### src/rtl/imm_extend_if.sv
// Handshake bundle for imm_extend_stage: upstream valid/ready + immediate/mode,
// downstream valid/ready + extended immediate/error. slave = stage side.
interface imm_extend_if #(
  parameter int IN_W  = 16,
  parameter int OUT_W = 32
);
  logic             in_valid;
  logic             in_ready;
  logic [IN_W-1:0]  imm_i;
  logic [1:0]       mode_i;
  logic             out_valid;
  logic             out_ready;
  logic [OUT_W-1:0] imm_o;
  logic             err_o;

  modport slave (
    input  in_valid, imm_i, mode_i, out_ready,
    output in_ready, out_valid, imm_o, err_o
  );

  modport master (
    output in_valid, imm_i, mode_i, out_ready,
    input  in_ready, out_valid, imm_o, err_o
  );
endinterface

### src/rtl/imm_extend_stage.sv
// Registered immediate extension (sign/zero/LUI) with a 2-entry skid buffer.
// Ports: clk, rst_n (async low), bus (imm_extend_if.slave). Macro: IMM_EXT_LUI_EN.
module imm_extend_stage #(
  parameter int IN_W  = 16,
  parameter int OUT_W = 32
) (
  input  logic         clk,
  input  logic         rst_n,
  imm_extend_if.slave  bus
);

  // state bits are {out_valid, skid_full}
  typedef enum logic [1:0] {
    EMPTY = 2'b00,
    ONE   = 2'b10,
    FULL  = 2'b11
  } state_t;

  state_t           state;
  logic [OUT_W-1:0] out_q;
  logic [OUT_W-1:0] skid_q;
  logic             out_err_q;
  logic             skid_err_q;
  logic [OUT_W-1:0] ext;
  logic             ext_err;
  logic [IN_W-1:0]  imm;
  logic             in_xfer;
  logic             out_xfer;

`ifdef IMM_EXT_LUI_EN
  localparam int PAD = OUT_W - IN_W;
`endif

  assign imm           = bus.imm_i;
  assign bus.in_ready  = ~state[0];
  assign bus.out_valid = state[1];
  assign bus.imm_o     = out_q;
  assign bus.err_o     = out_err_q;

  assign in_xfer  = bus.in_valid & ~state[0];
  assign out_xfer = state[1] & bus.out_ready;

  always_comb begin
    ext     = '0;
    ext_err = 1'b0;
    unique case (1'b1)
      (bus.mode_i == 2'b00): ext = OUT_W'($signed(imm));
      (bus.mode_i == 2'b01): ext = OUT_W'(imm);
`ifdef IMM_EXT_LUI_EN
      (bus.mode_i == 2'b10): ext = OUT_W'(imm) << PAD;
`endif
      default:               ext_err = 1'b1;
    endcase
  end

  always_ff @(posedge clk or negedge rst_n) begin
    if (!rst_n) begin
      state      <= EMPTY;
      out_q      <= '0;
      out_err_q  <= 1'b0;
      skid_q     <= '0;
      skid_err_q <= 1'b0;
    end else begin
      unique case (state)
        EMPTY: begin
          if (in_xfer) begin
            out_q     <= ext;
            out_err_q <= ext_err;
            state     <= ONE;
          end
        end
        ONE: begin
          if (in_xfer && out_xfer) begin
            out_q     <= ext;
            out_err_q <= ext_err;
          end else if (out_xfer) begin
            state <= EMPTY;
          end else if (in_xfer) begin
            skid_q     <= ext;
            skid_err_q <= ext_err;
            state      <= FULL;
          end
        end
        FULL: begin
          if (out_xfer) begin
            out_q     <= skid_q;
            out_err_q <= skid_err_q;
            state     <= ONE;
          end
        end
        default: state <= EMPTY;
      endcase
    end
  end

endmodule
### src/flat_wrapper.sv
// flat-port wrapper written by rule: the top's interface ports become plain ports
module imm_extend_stage_flat 
#(
  parameter int IN_W  = 16,
  parameter int OUT_W = 32
)
  (clk, rst_n, bus_in_valid, bus_imm_i, bus_mode_i, bus_out_ready, bus_in_ready, bus_out_valid, bus_imm_o, bus_err_o);
  imm_extend_if #(.IN_W(IN_W), .OUT_W(OUT_W)) bus_i ();
  input  logic clk;
  input  logic rst_n;
  input wire logic [$bits(bus_i.in_valid)-1:0] bus_in_valid;
  input wire logic [$bits(bus_i.imm_i)-1:0] bus_imm_i;
  input wire logic [$bits(bus_i.mode_i)-1:0] bus_mode_i;
  input wire logic [$bits(bus_i.out_ready)-1:0] bus_out_ready;
  output wire logic [$bits(bus_i.in_ready)-1:0] bus_in_ready;
  output wire logic [$bits(bus_i.out_valid)-1:0] bus_out_valid;
  output wire logic [$bits(bus_i.imm_o)-1:0] bus_imm_o;
  output wire logic [$bits(bus_i.err_o)-1:0] bus_err_o;
  assign bus_i.in_valid = bus_in_valid;
  assign bus_i.imm_i = bus_imm_i;
  assign bus_i.mode_i = bus_mode_i;
  assign bus_i.out_ready = bus_out_ready;
  assign bus_in_ready = bus_i.in_ready;
  assign bus_out_valid = bus_i.out_valid;
  assign bus_imm_o = bus_i.imm_o;
  assign bus_err_o = bus_i.err_o;
  imm_extend_stage #(.IN_W(IN_W), .OUT_W(OUT_W)) u_core (.clk(clk), .rst_n(rst_n), .bus(bus_i));
endmodule
### config.mk
export PLATFORM = sky130hd
export DESIGN_NAME = imm_extend_stage_flat
export DESIGN_NICKNAME = d
export VERILOG_FILES = /design/src/rtl/imm_extend_if.sv /design/src/rtl/imm_extend_stage.sv /design/src/flat_wrapper.sv
export SDC_FILE = /design/constraint.sdc
export NUM_CORES = 1
export LEC_CHECK = 0
export ABC_AREA = 1
export CORE_MARGIN = 4
export CORE_UTILIZATION = 48
export DETAILED_ROUTE_END_ITERATION = 10
export GPL_ROUTABILITY_DRIVEN = 0
export GPL_TIMING_DRIVEN = 1
export PLACE_DENSITY = 0.84
export SETUP_SLACK_MARGIN = 0.05
export SLEW_MARGIN = 20
export SYNTH_ARGS = -nofsm -noshare
export SYNTH_HDL_FRONTEND = slang
export SYNTH_SLANG_ARGS = --single-unit
### constraint.sdc
create_clock -name clk -period 1.79 [get_ports clk]
set_clock_uncertainty 0.15 [all_clocks]
set_input_delay 0.537 -clock clk [delete_from_list [all_inputs] [get_ports clk]]
set_output_delay 0.537 -clock clk [all_outputs]
set_load 0.05 [all_outputs]
==> impl_metrics.prom <==
# TYPE chip_impl_metric gauge
chip_impl_info{name="status",value="finished, violations left"} 1
chip_impl_info{name="violated_checks",value="negative setup slack"} 1
chip_impl_metric{name="hold_slack",unit="ns"} 0.3809
chip_impl_metric{name="clkTransAtPathRegs",unit="ns"} 0.07
chip_impl_info{name="critical_path.endpoint_type",value="primary output"} 1
chip_impl_metric{name="synth_edf_count",unit=""} 0
chip_impl_metric{name="post-route-worst-setup-slack",unit="ns"} -0.01996
chip_impl_metric{name="postSynth.asyncResetShare",unit="%"} 100.0
chip_impl_metric{name="tritoncts.num_buffers",unit=""} 5
chip_impl_metric{name="nets_in_the_synthesized_netlist",unit=""} 290
chip_impl_metric{name="fp.dieW",unit="um"} 73.38
chip_impl_metric{name="clk-insertion-delay-late",unit="ns"} 0.29
chip_impl_metric{name="timing.critical_path.arrival",unit="ns"} 1.12
chip_impl_info{name="critPathSlowestCell",value="dfrtp_4"} 1
chip_impl_metric{name="clock_sink_count",unit=""} 38
chip_impl_metric{name="detailed_router_iteration_count_before_antenna_repair",unit=""} 4
chip_impl_info{name="cpMostUsedCell",value="buf_12"} 1
chip_impl_metric{name="ios",unit=""} 57
chip_impl_metric{name="wirelength",unit="um"} 5170
chip_impl_metric{name="finalMaxSlewViolations",unit=""} 0
chip_impl_metric{name="ir_drop",unit="uV"} 838.3
chip_impl_info{name="hold_path.class",value="reg -> reg"} 1
chip_impl_metric{name="grt_max_degree",unit=""} 39
chip_impl_metric{name="final-setup-viol-count",unit=""} 16
chip_impl_metric{name="grt_overflow_total",unit=""} 0
chip_impl_metric{name="avgViaCountPerCell",unit=""} 5.304
chip_impl_info{name="cts_root_buffer",value="clkbuf_8"} 1
chip_impl_metric{name="cts-root-to-sink-buffers",unit=""} 2
chip_impl_info{name="yosys_most_used_dff",value="dfrtp_1"} 1
chip_impl_metric{name="cts_max_level",unit=""} 2
chip_impl_metric{name="wire_per_inst",unit="um"} 14.01
chip_impl_metric{name="register_area",unit="sq um"} 957.2
chip_impl_metric{name="ys_warn_count",unit=""} 0
chip_impl_metric{name="nets",unit=""} 344
chip_impl_info{name="netlist_top_cells_count",value="nand2_1, dfrtp_1, nor2_1, a21oi_1, nand3_1"} 1
chip_impl_metric{name="multiInputGateArea",unit="sq um"} 899.6
chip_impl_metric{name="initial_antenna_violation_count",unit=""} 0
chip_impl_metric{name="drive_above_1_share",unit="%"} 24.76
chip_impl_info{name="grt_setup_unrepaired",value="true"} 1
chip_impl_metric{name="count_of_endpoints_failing_hold_in_the_final_timing_report",unit=""} 0
chip_impl_metric{name="syn-cell-area",unit="sq mm"} 0.002052
chip_impl_metric{name="design_power_total",unit="mW"} 6.039
chip_impl_metric{name="worst_path_largest_cell_delay",unit="ns"} 0.51
chip_impl_metric{name="relSlewSlack",unit="%"} 86.17
chip_impl_metric{name="max-cap-violations",unit=""} 0
chip_impl_metric{name="fp.dieArea",unit="sq mm"} 0.005385
chip_impl_metric{name="synth_sequential_area_ratio",unit="%"} 46.34
chip_impl_metric{name="grt_pass1_wl",unit="um"} 8286
chip_impl_info{name="crit_path_cell_trace",value="buf_12 -> buf_12"} 1
chip_impl_metric{name="power.static_leakage",unit="nW"} 1.551
chip_impl_metric{name="tightestPinTransition",unit="ns"} 0.2074
chip_impl_metric{name="core_area",unit="sq mm"} 0.004058
chip_impl_info{name="path_class",value="reg -> out"} 1
chip_impl_metric{name="area_growth",unit="%"} 55.67
chip_impl_metric{name="starting_density",unit="%"} 50.57
chip_impl_info{name="cts_tree",value="yes"} 1
chip_impl_info{name="netlist_top_cells_area",value="dfrtp_1, nand2_1, buf_4, nand4_1, a21oi_1"} 1
chip_impl_metric{name="routed_antenna_nets",unit=""} 0
chip_impl_metric{name="yosysUniqueCellTypes",unit=""} 19
chip_impl_metric{name="die_h",unit="um"} 73.38
chip_impl_metric{name="place.detailed.hpwl",unit="um"} 3671
chip_impl_metric{name="fmax",unit="MHz"} 552.5
chip_impl_metric{name="synth_seq_cells",unit=""} 38
chip_impl_metric{name="routed-via-count",unit=""} 1957
chip_impl_metric{name="post_synth.cell_area_avg",unit="sq um"} 7.773
chip_impl_metric{name="grt_pass1_vias",unit=""} 1832
chip_impl_metric{name="synth_top_area_share",unit="%"} 46.34
chip_impl_metric{name="crit_fanout",unit=""} 8
chip_impl_metric{name="remaining_drc_errors",unit=""} 0
chip_impl_info{name="post-synth-top-count-cell",value="nand2_1"} 1
chip_impl_metric{name="port_buffers",unit=""} 56
chip_impl_metric{name="dp_slack",unit="ns"} -0.2543
chip_impl_info{name="cell_taking_the_most_area_after_synthesis",value="dfrtp_1"} 1
chip_impl_metric{name="gr-usage-all-layers",unit="%"} 19.84
chip_impl_metric{name="floorplan.rows",unit=""} 23
chip_impl_metric{name="drt_iter0_drc",unit=""} 166
chip_impl_metric{name="critPathRequiredTime",unit="ns"} 1.10
chip_impl_info{name="start_kind",value="register"} 1
chip_impl_metric{name="fin_crit",unit="ns"} 1.810
chip_impl_metric{name="timing.final.crit_share",unit="%"} 101.1
chip_impl_metric{name="synth_cells",unit=""} 264
chip_impl_metric{name="antenna_cells",unit=""} 0
chip_impl_metric{name="cellPowerDensity",unit="mW/mm^2"} 1891
chip_impl_metric{name="nFillCells",unit=""} 240
cells in the final DEF, fill, tap and decap left out, drive strengths merged:
| master | count |
|---|---|
| inv | 8 |
| buf | 54 |
| o21ai | 2 |
| nand3 | 20 |
| clkbuf | 7 |
| nand4 | 17 |
| a21oi | 20 |
| dlymetal6s2s | 1 |
| clkinv | 1 |
| nand2 | 104 |
| clkinvlp | 1 |
| clkdlybuf4s50 | 20 |
| dfrtp | 38 |
| nor2 | 22 |
| ha | 4 |
flip-flops by register name, indices dropped and copies added (netlist names):
name and count:
u_core.state 2, u_core.skid_err_q 1, u_core.bus.err_o 1, u_core.skid_q 17, u_core.bus.imm_o 17
through the flow:
step           cell area, sq um  util [%]  cells  setup TNS [ns]
6_report                   3194     78.72    369         -0.2362
3_5_place_dp               3007     74.10    355          -6.223
3_3_place_gp               3007     74.10    355          -4.156
2_1_floorplan              2063         -    264               0
4_1_cts                    3157     77.80    367         -0.2259
5_1_grt                    3194     78.72    369         -0.6341
cell type report:
type	count	share of cell area [%]
clock inverters	1	0.1567
inverters	9	1.253
clock buffers	7	2.703
multi-input cells	189	28.16
repair buffers	75	35.80
flip-flops and latches	38	29.96
well taps	50	1.958
routing by layer:
metal  vias up  track usage [%]  share of wire (%)
met5         -                0                  0
met4         0            7.445                1.9
met3         9            4.651                6.7
met2        70            33.37                 49
met1       926            24.76                 42
li1        952                -                  -
final timing paths:
path	from	to	slack, ns	depth (start not counted)
worst max-delay path	u_core.bus.imm_o[30]$_DFFE_PN0P_	bus_imm_o[28]	-0.02	2
worst min-delay path	u_core.skid_q[0]$_DFFE_PN0P_	u_core.skid_q[0]$_DFFE_PN0P_	0.38	2
worst max register to register	u_core.state[0]$_DFFE_PN0P_	u_core.skid_q[7]$_DFFE_PN0P_	0.12	7
worst min register to register	u_core.skid_q[0]$_DFFE_PN0P_	u_core.skid_q[0]$_DFFE_PN0P_	0.38	2
max in group asynchronous	rst_n	u_core.state[0]$_DFFE_PN0P_	0.81	2
min in group asynchronous	rst_n	u_core.bus.imm_o[10]$_DFFE_PN0P_	0.47	2
power by group:
part / total [mW] / internal (mW) / switching (mW)
logic: 3.87 / 1.70 / 2.16
clock network: 0.597 / 0.310 / 0.286
registers: 1.58 / 1.26 / 0.318
total: 6.04 / 3.27 / 2.77
what timing repair did:
action	in CTS	in global routing
setup buffers	4	1
gates resized for setup	2	7
setup endpoints to repair	17	37
endpoints found under the hold margin	0	0
pin swaps	0	2
gates cloned	0	1
hold buffers	0	0
critical path, delay by kind of cell (launching register included):
| kind | cells | cell delay [ns] |
|---|---|---|
| flops | 1 | 0.51 |
| buf+inv | 2 | 0.32 |
kinds of logic after synthesis:
logic type / after synthesis / synth area share (%)
AND/OR/NAND/NOR: 162 / 34.57
buffers and inverters: 38 / 11.28
flip-flops: 38 / 46.34
AO/OA/AOI/OAI: 22 / 5.366
adder cells (fa/ha/maj): 4 / 2.439
Power figures use the tool's default switching activity.
